File: config.mk
export PLATFORM = sky130hd
export DESIGN_NAME = menu_text_mux
export DESIGN_NICKNAME = d
export VERILOG_FILES = /design/src/rtl/menu_text_mux.sv
export SDC_FILE = /design/constraint.sdc
export NUM_CORES = 1
export LEC_CHECK = 0
export ABC_AREA = 1
export BUFFER_PORTS_ARGS = -buffer_cell sky130_fd_sc_hd__buf_4
export CAP_MARGIN = 20
export CORE_ASPECT_RATIO = 1.75
export CORE_UTILIZATION = 48
export DETAILED_ROUTE_END_ITERATION = 6
export PLACE_DENSITY = 0.82
export RECOVER_POWER = 100
export SLEW_MARGIN = 20
export SYNTH_ARGS = -nofsm -noshare
export SYNTH_HDL_FRONTEND = slang
export SYNTH_SLANG_ARGS = --single-unit
File: constraint.sdc
create_clock -name clk -period 2.1 [get_ports clk]
set_input_delay 0.21 -clock clk [delete_from_list [all_inputs] [get_ports clk]]
set_output_delay 0.21 -clock clk [all_outputs]
set_load 0.01 [all_outputs]
File: src/rtl/menu_text_mux.sv
// Frame-synchronous text-source selector for the menu overlay: picks one of
// CHANNELS code streams, optionally blink-masks it, and delays code and font line together.
module menu_text_mux #(
  parameter int               CHANNELS     = 4,
  parameter int               CODE_W       = 7,
  parameter int               LINE_W       = 4,
  parameter int               LATENCY      = 1,
  parameter int               BLINK_FRAMES = 30,
  parameter logic [CODE_W-1:0] BLANK_CODE  = 7'h20,
  parameter int               SEL_W        = $clog2(CHANNELS)
) (
  input  logic                       clk,
  input  logic                       rst_n,
  input  logic [SEL_W-1:0]           select,
  input  logic                       select_valid,
  input  logic                       frame_start,
  input  logic                       blink_en,
  input  logic [CHANNELS*CODE_W-1:0] char_codes_in,
  input  logic [LINE_W-1:0]          char_line_in,
  output logic [CODE_W-1:0]          char_code,
  output logic [LINE_W-1:0]          char_line_out,
  output logic [SEL_W-1:0]           active_sel,
  output logic                       switch_pending
);

  localparam int                 CNT_W    = (BLINK_FRAMES > 1) ? $clog2(BLINK_FRAMES) : 1;
  localparam logic [CNT_W-1:0]   CNT_LAST = CNT_W'(BLINK_FRAMES - 1);
  localparam logic [SEL_W:0]     CH_LIM   = (SEL_W + 1)'(CHANNELS);
  localparam int                 SLOTS    = 2 ** SEL_W;

  logic [SEL_W-1:0] req_reg, req_next;
  logic             pending_reg, pending_next;
  logic [SEL_W-1:0] active_sel_reg, active_sel_next;
  logic [CNT_W-1:0] cnt_reg, cnt_next;
  logic             phase_reg, phase_next;

  logic accept;
  logic apply;

  assign accept = select_valid && ({1'b0, select} < CH_LIM);
  assign apply  = frame_start && pending_reg;

  // Apply uses the request held before this cycle; a same-cycle request queues for the next frame.
  always_comb begin
    req_next        = req_reg;
    pending_next    = pending_reg;
    active_sel_next = active_sel_reg;
    cnt_next        = cnt_reg;
    phase_next      = phase_reg;
    if (apply) begin
      active_sel_next = req_reg;
      pending_next    = 1'b0;
    end
    if (accept) begin
      req_next     = select;
      pending_next = 1'b1;
    end
    if (apply) begin
      cnt_next   = '0;
      phase_next = 1'b0;
    end else if (frame_start) begin
      if (cnt_reg == CNT_LAST) begin
        cnt_next   = '0;
        phase_next = ~phase_reg;
      end else begin
        cnt_next = cnt_reg + CNT_W'(1);
      end
    end
  end

  always_ff @(posedge clk or negedge rst_n) begin
    if (!rst_n) begin
      req_reg        <= '0;
      pending_reg    <= 1'b0;
      active_sel_reg <= '0;
      cnt_reg        <= '0;
      phase_reg      <= 1'b0;
    end else begin
      req_reg        <= req_next;
      pending_reg    <= pending_next;
      active_sel_reg <= active_sel_next;
      cnt_reg        <= cnt_next;
      phase_reg      <= phase_next;
    end
  end

  // Channel table padded to a power of two so every select value indexes a real entry.
  logic [CODE_W-1:0] chan_code [SLOTS];

  genvar gi;
  generate
    for (gi = 0; gi < SLOTS; gi++) begin : g_chan
      if (gi < CHANNELS) begin : g_used
        assign chan_code[gi] = char_codes_in[gi*CODE_W +: CODE_W];
      end else begin : g_pad
        assign chan_code[gi] = '0;
      end
    end
  endgenerate

  logic [CODE_W-1:0] stage0_code;
  assign stage0_code = (blink_en && phase_reg) ? BLANK_CODE : chan_code[active_sel_reg];

  logic [CODE_W-1:0] code_pipe_reg [LATENCY];
  logic [LINE_W-1:0] line_pipe_reg [LATENCY];

  generate
    for (gi = 0; gi < LATENCY; gi++) begin : g_pipe
      if (gi == 0) begin : g_first
        always_ff @(posedge clk or negedge rst_n) begin
          if (!rst_n) begin
            code_pipe_reg[gi] <= '0;
            line_pipe_reg[gi] <= '0;
          end else begin
            code_pipe_reg[gi] <= stage0_code;
            line_pipe_reg[gi] <= char_line_in;
          end
        end
      end else begin : g_rest
        always_ff @(posedge clk or negedge rst_n) begin
          if (!rst_n) begin
            code_pipe_reg[gi] <= '0;
            line_pipe_reg[gi] <= '0;
          end else begin
            code_pipe_reg[gi] <= code_pipe_reg[gi-1];
            line_pipe_reg[gi] <= line_pipe_reg[gi-1];
          end
        end
      end
    end
  endgenerate

  assign char_code      = code_pipe_reg[LATENCY-1];
  assign char_line_out  = line_pipe_reg[LATENCY-1];
  assign active_sel     = active_sel_reg;
  assign switch_pending = pending_reg;

endmodule
# Word level (Yosys, flattened, before mapping)
# Index checks and enable logic that the tools add are counted.
# W data, S select, Z words.
dict set report word_totals {
  ff_bits 22
  inputBits 39
  wordCells 30
}
dict set report op_classes {
  eq_ne 1
  add_sub_neg 1
  muxes 12
  order_cmp 1
  reduce_logical 6
  bitwise 2
}
# operator count
set op_table {}
lappend op_table {{$mux W7} 3}
lappend op_table {{$mux W5} 3}
lappend op_table {{$bmux W7 S2} 1}
lappend op_table {{$reduce_bool A2 Y1} 3}
lappend op_table {{$add A5 B1 Y5 const B} 1}
lappend op_table {{$eq A5 B5 Y1 const B} 1}
lappend op_table {{$mux W1} 5}
lappend op_table {{$ge A3 B3 Y1 const B} 1}
lappend op_table {{$not A2 Y3} 1}
lappend op_table {{$logic_and A1 B1 Y1} 2}
lappend op_table {{$reduce_and A2 Y1} 1}
lappend op_table {{$not A1 Y1} 1}

# Logic depth before layout (Yosys ltp)
dict set report depth {
  depth_word 5
  depth_mapped 7
  depth_no_buf 7
}

# Worst setup path before layout
# No wires, ideal clock.
dict set report synth_path {
  path_type {register to register}
  start {register cnt_reg[1]}
  end {register cnt_reg[2]}
  n_path_buf 0
  stages_incl_launch_ff 8
  t_arrival_ps 934
  required_ps 1980
  slack_ps 1047
  setup_ps 120
  cell_sequence {dfrtp_1 -> inv_1 -> ha_1 -> nand2_1 -> o21ai_1 -> nand2_1 -> inv_2 -> nor2_1}
}
dict set report synth_via {
  elab_chain_len 4
  word_cells_on_any_way 5
  cone_classes {1 x add/sub; 1 x eq/ne; 3 x mux}
}
# element line
set synth_rtl {}
lappend synth_rtl {{from (decl)} 34} ;# logic [CNT_W-1:0] cnt_reg, cnt_next;
lappend synth_rtl {{from (signal assigned)} 82} ;# cnt_reg <= cnt_next;
lappend synth_rtl {{$add A5 B1 Y5 / $eq A5 B5 Y1 (equally long branches)} {66, 62}}
lappend synth_rtl {{$mux W5 (*)} 62} ;# if (cnt_reg == CNT_LAST) begin
lappend synth_rtl {{$mux W5 (*)} 61} ;# end else if (frame_start) begin
lappend synth_rtl {{$mux W5 (*)} 58} ;# if (apply) begin
# Every way passes the cells marked *; elsewhere a longest branch is shown, timed or not. The select of a mux whose other input is x is not followed.
# A chain may end at the register's enable or synchronous reset.

# Final worst setup path
dict set report layout_path {
  start {register active_sel_reg[0] (netlist: active_sel[0])}
  end {output port active_sel[0]}
}
# element line
set layout_lines {}
lappend layout_lines {{from (decl)} 33} ;# logic [SEL_W-1:0] active_sel_reg, active_sel_next;
lappend layout_lines {{from (signal assigned)} 81} ;# active_sel_reg <= active_sel_next;
lappend layout_lines {{to (decl)} 22} ;# output logic [SEL_W-1:0] active_sel,
# No word-level cell between the ends.

==> results.tsv <==
stage	metric	value	unit
clock_tree	numCtsBuffers	3	
critical_path	path_cells	clkbuf_1	
layout	post-route-util	0.692	
critical_path	worst_ep_arrival_time	1270	ps
clock_tree	clk_latency	310	ps
yosys	synth_nets	178	
floorplan	row_count	22	
critical_path	reg2reg_from	active_sel[0]	
yosys	ys_seq_elements	22	
floorplan	fp.dieH	65.7	um
timing	finClkSkew	5.06	ps
clock_tree	clock-sinks	22	
pwr	finalPower	1.01	mW
yosys	syn_area_per_cell	8.12	um2
placement	dp_hpwl	1.90	mm
floorplan	io_pins	53	
layout	final_cells	217	
hold_path	hold_class	input pin to flop	
critical_path	crit_required	1890	ps
global_routing	gr-total-overflow	0	
timing	finalHoldViolCount	0	
outcome	status	completed	
timing	rsz0062_at_grt	false	
global_routing	grt_pass1_vias	971	
critical_path	cp_max_fo	17	
pwr	total_leakage_power	0.772	nW
critical_path	start_kind	flop	
detailed_routing	ant_nets	0	
clock_tree	cts_buffer_depth	2	
global_routing	globalRouteTotalUtil	0.221	
yosys	synth_top_family_by_area	simple AND/OR/NAND/NOR gates	
hold_path	whs_endpoint	req_reg[0]	
critical_path	path_buf_inv	1	
detailed_routing	drt_pre_antenna_iters	4	
timing	timing.fmax	674	MHz
detailed_routing	drt_iter0_markers	21	
placement	dp.cells	208	
timing	holdWs	109	ps
clock_tree	cts_resized	0	
layout	final_common_cell	nand2_1	
detailed_routing	drcViolationCount	0	
yosys	synth_cell_types	19	
critical_path	crit_family	flip-flops	
yosys	ys_seq_area_frac	0.495	
timing	slew_headroom	0.232	
critical_path	cp-end-kind	output port	
layout	antenna_cells	0	
detailed_routing	via_per_inst	4.90	
placement	portBuffers	52	
timing	drv_slew	0	
global_routing	grt_max_degree	23	
clock_tree	path_clk_slew	120	ps
placement	place_congestion	0.724	
layout	finalNetCount	235	
critical_path	reg2regPathDepth	4	
critical_path	r2r-end	char_code[1]	
timing	finalCriticalPeriod	1480	ps
clock_tree	cts_root_buffer	clkbuf_4	
critical_path	crit_slowest_cell	dfrtp_1	
timing	setup_viol	0	
yosys	syn_area	1110	um2
yosys	synth.area.mux_share	0	
yosys	ys.warnings.count	0	
floorplan	die_w	38.4	um
floorplan	initial_core_util	0.518	
clock_tree	cts_hold_buffers	5	
yosys	synthSimpleGateAreaFrac	0.278	
yosys	synth_compound_area_frac	0.0967	
yosys	synthXorXnorAreaFrac	0.00787	
hold_path	hold-path-cell-count	3	
yosys	syn_inst	137	
global_routing	grt_pass1_wl	3.95	mm
floorplan	core_area	2150	um2
floorplan	die_area	2520	um2
critical_path	cpPeakStageDelay	750	ps
clock_tree	htreeDepth	1	
yosys	yosys.area_share.adder	0.0225	
timing	fin_setup_tns	0	ps
detailed_routing	routed_wirelength	2.52	mm
critical_path	critical_path_class	flop to output port	
run	maxCapViolations	0	
clock_tree	postCtsSetupBuffers	0	
detailed_routing	via_count	1064	
clock_tree	cts_tree	done	
pwr	worst_ir_drop_vdd	0.000552	V
global_routing	antenna_found_initial	0	
detailed_routing	wl_per_cell	11.6	um
critical_path	rrSetupSlack	830	ps
timing	period_share	0.706	
timing	worst_pin_slew	1150	ps
hold_path	hp-start	select[0]	
layout	drive_above_1_share	0.233	
layout	largest_register_ffs	7	
layout	area_delta_synth_final	33.5	%
layout	most-common-layout-cells	nand2_1, buf_4, dfrtp_1	
pwr	powerDensity	681	nW/um2
## worst reg2reg max path, delay by kind of cell (launching register included)
kind               cells  cell delay, ps
AOI/OAI and AO/OA      2             240
DFF                    1             750
and+or+nand+nor        2             210
## Yosys cell counts
cell      number  share of area
o21ai_1        4          0.018
o21ai_0        7          0.031
a21oi_1        6          0.027
nand3_1        5          0.022
buf_12         2          0.036
o21bai_1       3          0.020
nor2_1        20          0.067
inv_2          2         0.0068
clkbuf_8       1          0.012
dfrtp_1       22           0.49
xor2_1         1         0.0079
buf_4          1         0.0068
nand2_2        3          0.017
nand2_1       49           0.17
nor2_2         1         0.0056
inv_1          6          0.020
buf_6          1          0.010
ha_1           2          0.022
inv_6          1         0.0079
## per-layer routing
metal | GRT usage | vias to the layer above | share of wire
li1 | - | 541 | -
met1 | 0.253 | 478 | 0.39
met2 | 0.398 | 41 | 0.53
met3 | 0.0304 | 4 | 0.066
met4 | 0.0776 | 0 | 0.0099
met5 | 0 | - | 0
## area by class of cell
type                            instances  area, um2
Sequential cell                        22        551
Timing Repair Buffer                   57        384
Clock buffer                            4       36.3
Inverter                                9       38.8
Multi-Input combinational cell        101        445
Fill cell                             206        662
Tap cell                               24       30.0
## per-stage QoR
| stage | instance area, um2 | worst slack, ps |
|---|---|---|
| after floorplan | 1110 | 1050 |
| after CTS | 1550 | 603 |
| after global placement | 1460 | 910 |
| final | 1490 | 616 |
| after global routing | 1490 | 475 |
| after detailed placement | 1460 | 869 |
## worst max path at each step
stage	startpoint	to	depth (start not counted)
final	active_sel[0]	active_sel[0]	1
after global routing	rst_n	active_sel[0]	2
after CTS	active_sel[0]	active_sel[0]	1
after detailed placement	active_sel[0]	char_code[1]	3
after global placement	active_sel[0]	char_code[6]	3
after floorplan	cnt_reg[1]	cnt_reg[2]	7
## kinds of logic after synthesis
family / Yosys count
AND/OR/NAND/NOR: 78
flip-flops: 22
AO/OA/AOI/OAI: 20
buffers and inverters: 14
adder cells (fa/ha/maj): 2
XOR/XNOR: 1
## power by group
group          switching, mW  leakage [nW]  internal, mW
clock network          0.128        0.0210         0.106
registers             0.0392         0.273         0.477
logic                  0.143         0.478         0.119
Note: power is estimated with default switching activity, not from simulation.
